==> src/rtl/half_adder_pkg.sv <==
// Default widths shared by the half adder slice.
// Lane count and statistics counter width.
package arith_pkg;

    localparam int HA_WIDTH     = 1;
    localparam int HA_CNT_WIDTH = 16;

endpackage

==> src/rtl/half_adder_if.sv <==
// Operand/result bundle between a half adder and its user.
// The master drives operands and controls; the slave returns results.
interface half_adder_if
    import arith_pkg::*;
#(
    parameter int WIDTH     = HA_WIDTH,
    parameter int CNT_WIDTH = HA_CNT_WIDTH
);

    logic [WIDTH-1:0]     A;
    logic [WIDTH-1:0]     B;
    logic                 in_valid;
    logic                 cnt_clr;
    logic [WIDTH-1:0]     Sum;
    logic [WIDTH-1:0]     Carry;
    logic [WIDTH-1:0]     sum_q;
    logic [WIDTH-1:0]     carry_q;
    logic                 out_valid;
    logic [CNT_WIDTH-1:0] carry_cnt;

    modport master (
        output A,
        output B,
        output in_valid,
        output cnt_clr,
        input  Sum,
        input  Carry,
        input  sum_q,
        input  carry_q,
        input  out_valid,
        input  carry_cnt
    );

    modport slave (
        input  A,
        input  B,
        input  in_valid,
        input  cnt_clr,
        output Sum,
        output Carry,
        output sum_q,
        output carry_q,
        output out_valid,
        output carry_cnt
    );

endinterface

==> src/rtl/half_adder_lane.sv <==
// One-bit combinational half adder cell.
// Plain operators keep X/Z confined to this lane.
module ha_lane (
    input  logic a_i,
    input  logic b_i,
    output logic s_o,
    output logic c_o
);

    assign s_o = a_i ^ b_i;
    assign c_o = a_i & b_i;

endmodule

==> src/rtl/half_adder.sv <==
// Vector half adder with a registered, valid-qualified result
// and a saturating count of samples that produced any carry.
module half_adder
    import arith_pkg::*;
#(
    parameter int WIDTH     = HA_WIDTH,
    parameter int CNT_WIDTH = HA_CNT_WIDTH
) (
    input  logic         clk,
    input  logic         rst_n,
    half_adder_if.slave  bus
);

    logic [WIDTH-1:0]     sum_c;
    logic [WIDTH-1:0]     carry_c;

    logic [WIDTH-1:0]     sum_q;
    logic [WIDTH-1:0]     sum_d;
    logic [WIDTH-1:0]     carry_q;
    logic [WIDTH-1:0]     carry_d;
    logic                 valid_q;
    logic                 valid_d;
    logic [CNT_WIDTH-1:0] cnt_q;
    logic [CNT_WIDTH-1:0] cnt_d;
    logic                 cnt_inc;
    logic                 cnt_sat;

    for (genvar i = 0; i < WIDTH; i++) begin : g_lane
        ha_lane u_lane (
            .a_i (bus.A[i]),
            .b_i (bus.B[i]),
            .s_o (sum_c[i]),
            .c_o (carry_c[i])
        );
    end

    assign bus.Sum   = sum_c;
    assign bus.Carry = carry_c;

    assign cnt_inc = bus.in_valid && (|carry_c);
    assign cnt_sat = &cnt_q;

    always_comb begin
        sum_d   = sum_q;
        carry_d = carry_q;
        valid_d = bus.in_valid;
        cnt_d   = cnt_q;
        if (bus.in_valid) begin
            sum_d   = sum_c;
            carry_d = carry_c;
        end
        // Clear wins over a same-cycle increment.
        if (bus.cnt_clr) begin
            cnt_d = '0;
        end else if (cnt_inc && !cnt_sat) begin
            cnt_d = cnt_q + CNT_WIDTH'(1);
        end
    end

    always_ff @(posedge clk) begin
        if (!rst_n) begin
            sum_q   <= '0;
            carry_q <= '0;
            valid_q <= 1'b0;
            cnt_q   <= '0;
        end else begin
            sum_q   <= sum_d;
            carry_q <= carry_d;
            valid_q <= valid_d;
            cnt_q   <= cnt_d;
        end
    end

    assign bus.sum_q     = sum_q;
    assign bus.carry_q   = carry_q;
    assign bus.out_valid = valid_q;
    assign bus.carry_cnt = cnt_q;

endmodule

==> src/flat_wrapper.sv <==
// flat-port wrapper written by rule: the top's interface ports become plain ports
module half_adder_flat import arith_pkg::*;
#(
    parameter int WIDTH     = HA_WIDTH,
    parameter int CNT_WIDTH = HA_CNT_WIDTH
)
  (clk, rst_n, bus_A, bus_B, bus_in_valid, bus_cnt_clr, bus_Sum, bus_Carry, bus_sum_q, bus_carry_q, bus_out_valid, bus_carry_cnt);
  half_adder_if #(.WIDTH(WIDTH), .CNT_WIDTH(CNT_WIDTH)) bus_i ();
  input  logic clk;
  input  logic rst_n;
  input wire logic [$bits(bus_i.A)-1:0] bus_A;
  input wire logic [$bits(bus_i.B)-1:0] bus_B;
  input wire logic [$bits(bus_i.in_valid)-1:0] bus_in_valid;
  input wire logic [$bits(bus_i.cnt_clr)-1:0] bus_cnt_clr;
  output wire logic [$bits(bus_i.Sum)-1:0] bus_Sum;
  output wire logic [$bits(bus_i.Carry)-1:0] bus_Carry;
  output wire logic [$bits(bus_i.sum_q)-1:0] bus_sum_q;
  output wire logic [$bits(bus_i.carry_q)-1:0] bus_carry_q;
  output wire logic [$bits(bus_i.out_valid)-1:0] bus_out_valid;
  output wire logic [$bits(bus_i.carry_cnt)-1:0] bus_carry_cnt;
  assign bus_i.A = bus_A;
  assign bus_i.B = bus_B;
  assign bus_i.in_valid = bus_in_valid;
  assign bus_i.cnt_clr = bus_cnt_clr;
  assign bus_Sum = bus_i.Sum;
  assign bus_Carry = bus_i.Carry;
  assign bus_sum_q = bus_i.sum_q;
  assign bus_carry_q = bus_i.carry_q;
  assign bus_out_valid = bus_i.out_valid;
  assign bus_carry_cnt = bus_i.carry_cnt;
  half_adder #(.WIDTH(WIDTH), .CNT_WIDTH(CNT_WIDTH)) u_core (.clk(clk), .rst_n(rst_n), .bus(bus_i));
endmodule
==> config.mk <==
export PLATFORM = sky130hd
export DESIGN_NAME = half_adder_flat
export DESIGN_NICKNAME = d
export VERILOG_FILES = /design/src/rtl/half_adder_pkg.sv /design/src/rtl/half_adder_if.sv /design/src/rtl/half_adder_lane.sv /design/src/rtl/half_adder.sv /design/src/flat_wrapper.sv
export SDC_FILE = /design/constraint.sdc
export NUM_CORES = 1
export LEC_CHECK = 0
export BUFFER_PORTS_ARGS = -buffer_cell sky130_fd_sc_hd__buf_2
export CAP_MARGIN = 20
export CORE_MARGIN = 4
export CORE_UTILIZATION = 50
export DETAILED_ROUTE_END_ITERATION = 16
export MAX_ROUTING_LAYER = met4
export PLACE_DENSITY = 0.77
export SLEW_MARGIN = 20
export SYNTH_ARGS = -nofsm -noshare
export SYNTH_HDL_FRONTEND = slang
export SYNTH_HIERARCHICAL = 1
export SYNTH_SLANG_ARGS = --single-unit
==> constraint.sdc <==
create_clock -name clk -period 2 [get_ports clk]
set_clock_uncertainty 0.1 [all_clocks]
set_input_delay 0 -clock clk [delete_from_list [all_inputs] [get_ports clk]]
set_output_delay 0 -clock clk [all_outputs]
set_load 0.005 [all_outputs]
==> results.ini <==
[sta]
setup_viol=0
finalCriticalPeriod_ns=1.84
slew_violations=0
fin_ws_ns=0.157
period_share_pct=92.2
setup_tns_ns=0
hold_violations=0
relSlewSlack_pct=64.7
worst_pin_slew_ns=0.530
max_freq_mhz=542
hold_ws_ns=0.0154
rsz0062_at_grt=false

[clocking]
cts_tree=built
cts_buffers=3
cts.sinks=19
clk_path_buf_depth=2
cts_root_buf=clkbuf_4
cts.reportedPaths.clkPinSlew_ns=0.11
htreeDepth=1
cts_setup_buffers=0
clk_latency_ns=0.30

[layout]
final_util_pct=67.0
synthToLayoutAreaGrowth_pct=22.5
final_common_cell=buf_2
stdcell_count=169
layout_common_cells=buf_2, dfxtp_1, nand2_1
final_area_um2=1210
drive_gt1_share_pct=25.7
nets=153
n_antenna_cell=0

[global_route]
grt_max_degree=15
grt_antenna_before_repair=0
grt_pass1_wl_um=3930
track_usage_pct=20.0
grt-ovfl-total=0
first_global_vias=891

[synth]
synth_edf_count=0
avgSynthCellArea_um2=8.73
synthDistinctLibCells=33
synthArstFlopShare_pct=0
syn_inst=113
synth_warnings=6
synth_top_area_share_pct=38.6
synth_top_flop_cell=dfxtp_1
netlist_top_cells_area=dfxtp_1, nand2_1, a21oi_1
ys_ff_latch=19
synth_area_um2=986
ys_seq_area_share_pct=38.6
synth_nets=121
post-synth-top-area-cell=dfxtp_1

[routing]
viasPerCell=5.88
drc=0
num_vias=993
drt_iter0_drc=23
drt_wl_total_um=2390
drt_pass1_iterations=5
final_antenna_net_count=0
wl_per_cell_um=14.1

[critical_path]
worst-path-max-fanout=9
cp_top_family=simple AND/OR/NAND/NOR gates
crit_slowest_cell=or4_1
cp.buffers_inverters=1
arrival_ns=1.98
criticalPathCategory=reg2reg
worstPathCellList=ha_1 -> nand4_1 -> nor3_2 -> buf_4 -> or4_1 -> a21oi_1
path_depth=6
worstPathRequired_ns=2.14
rrSetupSlack_ns=0.16
rr_worst_depth=6
cp-start-kind=register
cp-end-kind=register
max_stage_delay_ns=0.50

[floorplanning]
initial_core_util_pct=54.7
dieArea_um2=2750
die_h_um=52.4
row_count=15
io_pins=27
die_w_um=52.4
placeableCoreArea_um2=1800

[placement]
dpl.hpwl_um=1720
gp_congestion=0.871
dp_slack_ns=0.102
placed_cells=161
dpl_cell_area_um2=1130
io_buffers=26

[hold_path]
min_path_type=in2reg
hold_depth=5

[power]
vdd_drop_max_uv=445
powerDensity_nw_per_um2=517
fin_total_pwr_uw=624
p_leak_nw=0.439

[outcome]
outcome=completed

[flow_run]
cap_violations=0

-- synthesized netlist by cell type (all sizes together) (3+ instances only) --
library cell / instances
dfxtp: 19
nand2: 15
a21oi: 11
o21ai: 6
or4: 6
nand4: 5
o31ai: 5
nand3: 4
or3: 4
and2: 3
and4: 3
clkbuf: 3
nand2b: 3
-- worst paths after layout --
check / startpoint / endpoint
max: u_core/bus.carry_cnt[0] / u_core/bus.carry_cnt[9]
max reg2reg: u_core/bus.carry_cnt[0] / u_core/bus.carry_cnt[9]
min: bus_cnt_clr / u_core/bus.carry_cnt[4]
min reg2reg: u_core/bus.carry_q / u_core/bus.carry_q
-- area by class of cell --
class / count / area (um2)
fillers: 172 / 594
multi-input cells: 88 / 579
flip-flops and latches: 19 / 380
repair buffers: 32 / 185
well taps: 25 / 31.3
clock buffers: 3 / 22.5
clock inverters: 1 / 5.00
inverters: 1 / 3.75
-- registers in the layout (all words and copies together) (netlist names) --
name / cells
u_core/bus.carry_cnt: 16
u_core/bus.carry_q: 1
u_core/bus.out_valid: 1
u_core/bus.sum_q: 1
-- worst reg2reg max path: stages, from the launching register on --
cell	delay, ns
dfxtp_1	0.36
ha_1	0.22
nand4_1	0.22
nor3_2	0.08
buf_4	0.17
or4_1	0.50
a21oi_1	0.14
-- routing by layer --
layer | global-route usage, % | vias to the layer above | wire [um]
li1 | - | 506 | -
met2 | 32.0 | 32 | 1120
met5 | - | - | 0
met1 | 23.4 | 449 | 1080
met3 | 2.56 | 6 | 119
met4 | 12.8 | 0 | 65
-- repair_timing --
action	4_1_cts	5_1_grt
endpoints found under the hold margin	3	0
gates resized for setup	0	1
endpoints found under the setup margin	0	2
hold buffers	4	0
-- where the power goes --
part / total [mW] / leakage (nW) / switching [mW] / internal (mW)
clock: 0.196 / 0.0177 / 0.121 / 0.0746
combinational: 0.0440 / 0.268 / 0.0213 / 0.0227
sequential: 0.384 / 0.154 / 0.00190 / 0.382
-- logic make-up after synthesis --
logic type	count (synthesis)	synth area share, %
AO/OA/AOI/OAI	35	25.1
adder cells (fa/ha/maj)	2	2.54
buffers and inverters	6	3.30
flip-flops	19	38.6
multiplexers	2	2.03
AND/OR/NAND/NOR	49	28.4
Note: power is estimated with default switching activity, not from simulation.
